--- src/rtl/sa_fifo_ctrl_19x80_pkg.sv ---
`default_nettype none
// ============================================================================
// Module      : sa_fifo_ctrl_19x80_pkg
// Description : Shared constants and pointer helper for the 19x80 FIFO
//               controller wrapping the two-port RAM macro.
// Revision    : 1.0 - initial release
// ============================================================================
package sa_fifo_ctrl_19x80_pkg;

  localparam int DEPTH      = 19;                       // RAM entries
  localparam int WIDTH      = 80;                       // data width
  localparam int AW         = 5;                        // RAM address width
  localparam int OBUF_DEPTH = 3;                        // output skid entries
  localparam int CW         = $clog2(DEPTH + 1);        // RAM occupancy width
  localparam int OCW        = $clog2(OBUF_DEPTH + 1);   // skid occupancy width
  localparam int CRW        = OCW + 1;                  // read-credit arithmetic width

  // Advance a RAM pointer, wrapping from the last entry back to zero.
  function automatic logic [AW-1:0] ptr_inc(input logic [AW-1:0] ptr);
    if (ptr == AW'(DEPTH - 1)) begin
      return '0;
    end
    return ptr + 1'b1;
  endfunction

endpackage
`default_nettype wire

--- src/rtl/sa_fifo_obuf.sv ---
`default_nettype none
// ============================================================================
// Module      : sa_fifo_obuf
// Description : Small register FIFO used as the output skid buffer. Push is
//               unconditional (the caller guarantees space); pop follows the
//               valid/ready handshake on the head entry.
// Revision    : 1.0 - initial release
// ============================================================================
module sa_fifo_obuf #(
  parameter  int DEPTH = 3,
  parameter  int WIDTH = 80,
  localparam int CW    = $clog2(DEPTH + 1),
  localparam int PW    = (DEPTH > 1) ? $clog2(DEPTH) : 1
) (
  input  logic             clk,
  input  logic             rst,
  input  logic             push,
  input  logic [WIDTH-1:0] push_data,
  input  logic             pop_ready,
  output logic             out_valid,
  output logic [WIDTH-1:0] out_data,
  output logic [CW-1:0]    count
);

  logic [WIDTH-1:0] mem [DEPTH];
  logic [PW-1:0]    head;
  logic [PW-1:0]    tail;
  logic             pop;

  function automatic logic [PW-1:0] idx_inc(input logic [PW-1:0] idx);
    if (idx == PW'(DEPTH - 1)) begin
      return '0;
    end
    return idx + 1'b1;
  endfunction

  assign out_valid = (count != '0);
  assign pop       = out_valid & pop_ready;
  assign out_data  = mem[head];

  // Storage: data entries need no reset, only the pointers and count do.
  always_ff @(posedge clk) begin
    if (push) begin
      mem[tail] <= push_data;
    end
  end

  // Pointer/count bookkeeping; simultaneous push and pop at full is legal
  // because the head is read out before the slot is overwritten.
  always_ff @(posedge clk) begin
    if (rst) begin
      head  <= '0;
      tail  <= '0;
      count <= '0;
    end else begin
      assert (!(push && !pop && (count == CW'(DEPTH))));
      if (push) begin
        tail <= idx_inc(tail);
      end
      if (pop) begin
        head <= idx_inc(head);
      end
      count <= count + CW'(push) - CW'(pop);
    end
  end

endmodule
`default_nettype wire

--- src/rtl/sa_fifo_ctrl_19x80.sv ---
`default_nettype none
// ============================================================================
// Module      : sa_fifo_ctrl_19x80
// Description : Valid/ready FIFO controller around the 19x80 two-port RAM
//               macro. Issues reads ahead into a 3-entry skid buffer so the
//               two-cycle RAM read latency is hidden under backpressure.
// Revision    : 1.0 - initial release
// ============================================================================
module sa_fifo_ctrl_19x80
  import sa_fifo_ctrl_19x80_pkg::*;
(
  input  logic             clk,
  input  logic             rst,
  input  logic             in_valid,
  output logic             in_ready,
  input  logic [WIDTH-1:0] in_data,
  output logic             out_valid,
  input  logic             out_ready,
  output logic [WIDTH-1:0] out_data,
  output logic [AW-1:0]    ram_wa,
  output logic             ram_we,
  output logic [WIDTH-1:0] ram_di,
  output logic [AW-1:0]    ram_ra,
  output logic             ram_re,
  output logic             ram_ore,
  output logic             ram_byp_sel,
  output logic [WIDTH-1:0] ram_dbyp,
  output logic [31:0]      ram_pwrbus_pd,
  input  logic [WIDTH-1:0] ram_dout,
  output logic [4:0]       ram_count
);

  logic [AW-1:0]  wr_ptr;
  logic [AW-1:0]  rd_ptr;
  logic [CW-1:0]  count_q;
  logic           re_d1;
  logic           re_d2;
  logic           push;
  logic           issue;
  logic           pop;
  logic           obuf_valid;
  logic [OCW-1:0] obuf_cnt;
  logic [CRW-1:0] credit_used;

  // Ready comes from the registered count, so a slot freed by a read issue
  // is rewritten no earlier than the following cycle; the RAM output
  // register therefore captures the old word on that same edge.
  assign in_ready = ~rst & (count_q < CW'(DEPTH));
  assign push     = in_valid & in_ready;

  assign out_valid = obuf_valid & ~rst;
  assign pop       = out_valid & out_ready;

  // Skid slots are claimed by words already buffered plus reads in flight.
  // A word leaving the buffer this cycle releases its slot to this cycle's
  // issue, which is what sustains one word per cycle in steady state.
  assign credit_used = CRW'(re_d1) + CRW'(re_d2) + CRW'(obuf_cnt);
  assign issue       = ~rst & (count_q != '0) &
                       (credit_used < (CRW'(OBUF_DEPTH) + CRW'(pop)));

  assign ram_we        = push;
  assign ram_wa        = wr_ptr;
  assign ram_di        = in_data;
  assign ram_re        = issue;
  assign ram_ra        = rd_ptr;
  assign ram_ore       = re_d1;
  assign ram_byp_sel   = 1'b0;
  assign ram_dbyp      = '0;
  assign ram_pwrbus_pd = '0;
  assign ram_count     = count_q;

  // Pointers, RAM occupancy and the read-latency valid pipeline.
  always_ff @(posedge clk) begin
    if (rst) begin
      wr_ptr  <= '0;
      rd_ptr  <= '0;
      count_q <= '0;
      re_d1   <= 1'b0;
      re_d2   <= 1'b0;
    end else begin
      if (push) begin
        wr_ptr <= ptr_inc(wr_ptr);
      end
      if (issue) begin
        rd_ptr <= ptr_inc(rd_ptr);
      end
      count_q <= count_q + CW'(push) - CW'(issue);
      re_d1   <= issue;
      re_d2   <= re_d1;
    end
  end

  sa_fifo_obuf #(
    .DEPTH (OBUF_DEPTH),
    .WIDTH (WIDTH)
  ) u_obuf (
    .clk       (clk),
    .rst       (rst),
    .push      (re_d2),
    .push_data (ram_dout),
    .pop_ready (out_ready),
    .out_valid (obuf_valid),
    .out_data  (out_data),
    .count     (obuf_cnt)
  );

endmodule
`default_nettype wire

--- config.mk ---
export PLATFORM = sky130hd
export DESIGN_NAME = sa_fifo_ctrl_19x80
export DESIGN_NICKNAME = d
export VERILOG_FILES = /design/src/rtl/sa_fifo_ctrl_19x80_pkg.sv /design/src/rtl/sa_fifo_obuf.sv /design/src/rtl/sa_fifo_ctrl_19x80.sv
export SDC_FILE = /design/constraint.sdc
export NUM_CORES = 1
export LEC_CHECK = 0
export BUFFER_PORTS_ARGS = -buffer_cell sky130_fd_sc_hd__buf_2
export CORE_AREA = 2 2 176 178
export DETAILED_ROUTE_END_ITERATION = 10
export DIE_AREA = 0 0 178 180
export GPL_TIMING_DRIVEN = 0
export PLACE_DENSITY_LB_ADDON = 0.2
export SYNTH_ARGS = -nofsm -noshare
export SYNTH_HDL_FRONTEND = slang
export SYNTH_SLANG_ARGS = --single-unit
--- constraint.sdc ---
create_clock -name clk -period 7.7 [get_ports clk]
set_clock_uncertainty 0.2 [all_clocks]
set_input_delay 1.54 -clock clk [delete_from_list [all_inputs] [get_ports clk]]
set_output_delay 1.54 -clock clk [all_outputs]
set_load 0.02 [all_outputs]
==> results.toml <==
[status]
status = "completed"

[drt]
drc = 0
routed_wl_um = 29600
via_count = 7215
antenna_left = 0
drt-vias-per-instance = 4.28
drt_iter0_drc = 293
firstDrtPassIters = 4
post_drt_wl_per_cell_um = 17.5

[hold_path]
hp-class = "reg2reg"
hold_path_end = "re_d2"
worst_hold_startpoint = "ram_ore"
hold_depth = 2

[clock_tree]
clk_path_buf_depth = 3
numCtsBuffers = 28
cts.sinks = 265
cts_tree = "built"
clock_latency_ps = 530
cts_hold_buf = 0
cts_resized = 0
cts_root_buf = "clkbuf_16"
clk_pin_slew_worst_paths_ps = 60
cts_setup_buffers = 0
htreeDepth = 1

[placed_design]
port_buffers = 262
dp_hpwl_um = 22200
gp_congestion = 0.788

[setup_path]
rr_startpoint = "re_d2"
worstReg2RegEnd = "ram_count[4]"
criticalPathCategory = "reg2out"
reg2reg_depth = 16
path_cells = "clkbuf_1 > buf_1 > nand2_1 > o21ai_0 > buf_2"
worstSetupStartpointType = "flop"
slowest_stage = "clkbuf_1"
cp.arrival_ps = 2850
critPathRequiredTime_ps = 5960
cp_max_fo = 10
crit_path_end_kind = "output port"
cpPeakStageDelay_ps = 610
rrSetupSlack_ps = 3980

[sta]
setup-violations-final = 0
post-route-min-period_ps = 4590
slew_violations = 0
rsz0062_at_grt = "no"
hold_viol_final = 0
worstMarginPinSlew_ps = 911
post-route-period-util_pct = 59.6
fmax_mhz = 218
hold_ws_ps = 306
slew-limit-headroom_pct = 39.1

[logic_synthesis]
synthMuxAreaShare_pct = 7.02
synthAdderAreaFrac_pct = 1.97
ys_seq_area_share_pct = 66.7
yosys.cell_types.count = 37
synth_xor_area_share_pct = 0.379
syn_inst = 847
synth_top_family_by_area = "buffers and inverters"
synth_compound_area_share_pct = 5.11
yosys_register_bits = 265
ys.flop_type = "edfxtp_1"
synthSimpleGateAreaFrac_pct = 4.50
synth_edf_count = 240
synthArstFlopShare_pct = 0
yosysWarnings = 0
syn_avg_cell_area_um2 = 13.6
syn_area_mm2 = 0.0116

[finish]
nets = 1446
syn_to_final_growth_pct = 28.7
layout-drive-gt1-share_pct = 40.5
n_fill_cell = 2706

[pwr]
power.density_mw_per_mm2 = 279
peakVddDrop_mv = 0.190
finalPower_mw = 4.15
p_leak_nw = 6.08

[die]
die_height_um = 180
die_x_um = 178
die_area_mm2 = 0.0320
row_count = 64
start_util_pct = 38.3
io_pins = 457
core_mm2 = 0.0302

[global_routing]
grt_overflow = 0
grt_max_degree = 30
grt_usage_pct = 17.8
antenna_found_initial = 4
grt_pass1_vias = 6917
grt_pass1_wl_um = 42300

[job]
drv_cap = 0
[placed cells by master, fill, tap and decap left out, types with 3 or more instances in the layout]
| cell type | synthesis | routed |
|---|---|---|
| conb_1 | 1 | 113 |
| or3_1 | 4 | 4 |
| dfxtp_1 | 25 | 25 |
| nor3_1 | 5 | 4 |
| buf_2 | 8 | 270 |
| ha_1 | 15 | 15 |
| buf_6 | 0 | 9 |
| buf_4 | 193 | 193 |
| o21ai_0 | 84 | 84 |
| a21oi_1 | 13 | 13 |
| xnor2_1 | 3 | 3 |
| mux2i_1 | 81 | 81 |
| nor2_1 | 18 | 16 |
| nor2b_1 | 3 | 3 |
| edfxtp_1 | 240 | 240 |
| nand2_1 | 85 | 85 |
| nand3_1 | 5 | 5 |
| inv_1 | 21 | 21 |
| buf_12 | 0 | 5 |
| clkbuf_16 | 0 | 28 |
| clkinv_2 | 0 | 7 |
| buf_1 | 4 | 4 |
| clkinv_1 | 1 | 9 |
| diode_2 | 0 | 6 |
| clkbuf_1 | 15 | 19 |
[through the flow]
stage / setup slack (ps) / utilization (%) / TNS, ps / std cells / cell area (um^2)
after CTS: 3000 / 49.2 / 0 / 1681 / 14900
final: 3110 / 49.3 / 0 / 1687 / 14900
after floorplan: 909 / - / 0 / 959 / 12000
after global routing: 2910 / 49.2 / 0 / 1682 / 14900
after detailed placement: 3270 / 46.4 / 0 / 1631 / 14000
after global placement: -3650 / 45.6 / -294130 / 1617 / 13800
[metal layers]
metal  vias to the layer above  GRT usage (%)  part of all wire, %
met5                         -              0                0.044
met4                         2           4.52                  2.0
met3                        29           4.23                  7.8
met2                       257           31.6                   52
met1                      3384           21.5                   39
li1                       3543              -                    -
[final cells by class]
class | instances | area (um^2) | share of cell area [%]
flip-flops and latches | 265 | 7710 | 51.8
multi-input cells | 451 | 2640 | 17.7
plain buffers | 221 | 1570 | 10.5
repair buffers | 276 | 1510 | 10.2
clock buffers | 32 | 716 | 4.81
well taps | 396 | 495 | 3.33
clock inverters | 18 | 141 | 0.951
inverters | 22 | 82.6 | 0.555
diodes | 6 | 15.0 | 0.101
[synth_stat cells (all sizes together) (2+ instances only)]
cell type	number	area, um^2
a21o	2	15.0
or3	4	25.0
mux2i	81	811
o21a	2	15.0
o21ai	85	429
a211oi	2	15.0
nand2	85	319
xor2	2	17.5
nand3	5	25.0
dfxtp	25	500
fa	2	40.0
inv	21	78.8
nor2b	3	18.8
nor2	18	67.6
xnor2	3	26.3
a21oi	13	65.1
o21bai	2	15.0
buf	205	1500
ha	15	188
edfxtp	240	7210
nor3	5	25.0
clkbuf	16	61.3
[critical path: cells and delay by family, from the launching register on]
kind / cells / cell delay, ps
buf+inv: 3 / 1440
compound gates: 1 / 210
simple gates: 1 / 90
flops: 1 / 560
[registers in the layout, summed over array words and instances, names as in the netlist, named ones only]
register      flops
u_obuf.count      2
u_obuf.tail       2
u_obuf.mem      240
ram_ore           1
re_d2             1
ram_count         5
u_obuf.head       2
ram_ra            5
ram_wa            5
[kinds of logic after synthesis]
| kind of cell | after synthesis |
|---|---|
| flip-flops | 265 |
| buffers and inverters | 243 |
| AND/OR/NAND/NOR | 125 |
| AO/OA/AOI/OAI | 110 |
| multiplexers | 81 |
| adder cells (fa/ha/maj) | 17 |
| XOR/XNOR | 5 |
| other | 1 |
[how the worst max path moves through the flow]
| stage | startpoint | to | slack [ps] | cells after the start |
|---|---|---|---|---|
| global route | flop | out_data[16] | 2910 | 5 |
| CTS | flop | out_data[16] | 3000 | 5 |
| floorplan | re_d2 | u_obuf.mem[0][0] | 910 | 2 |
| detailed placement | rst | ram_we | 3270 | 5 |
| global placement | re_d2 | u_obuf.mem[0][59] | -3650 | 2 |
| finish | flop | out_data[16] | 3110 | 5 |
[report_power, final]
group          total, mW  switching [mW]  leakage (nW)  internal (mW)
clock network       1.26           0.529         0.425          0.728
logic               1.13           0.710          3.27          0.415
registers           1.76          0.0512          2.38           1.71
total               4.15            1.29          6.08           2.85
(Power assumes the default switching activity.)
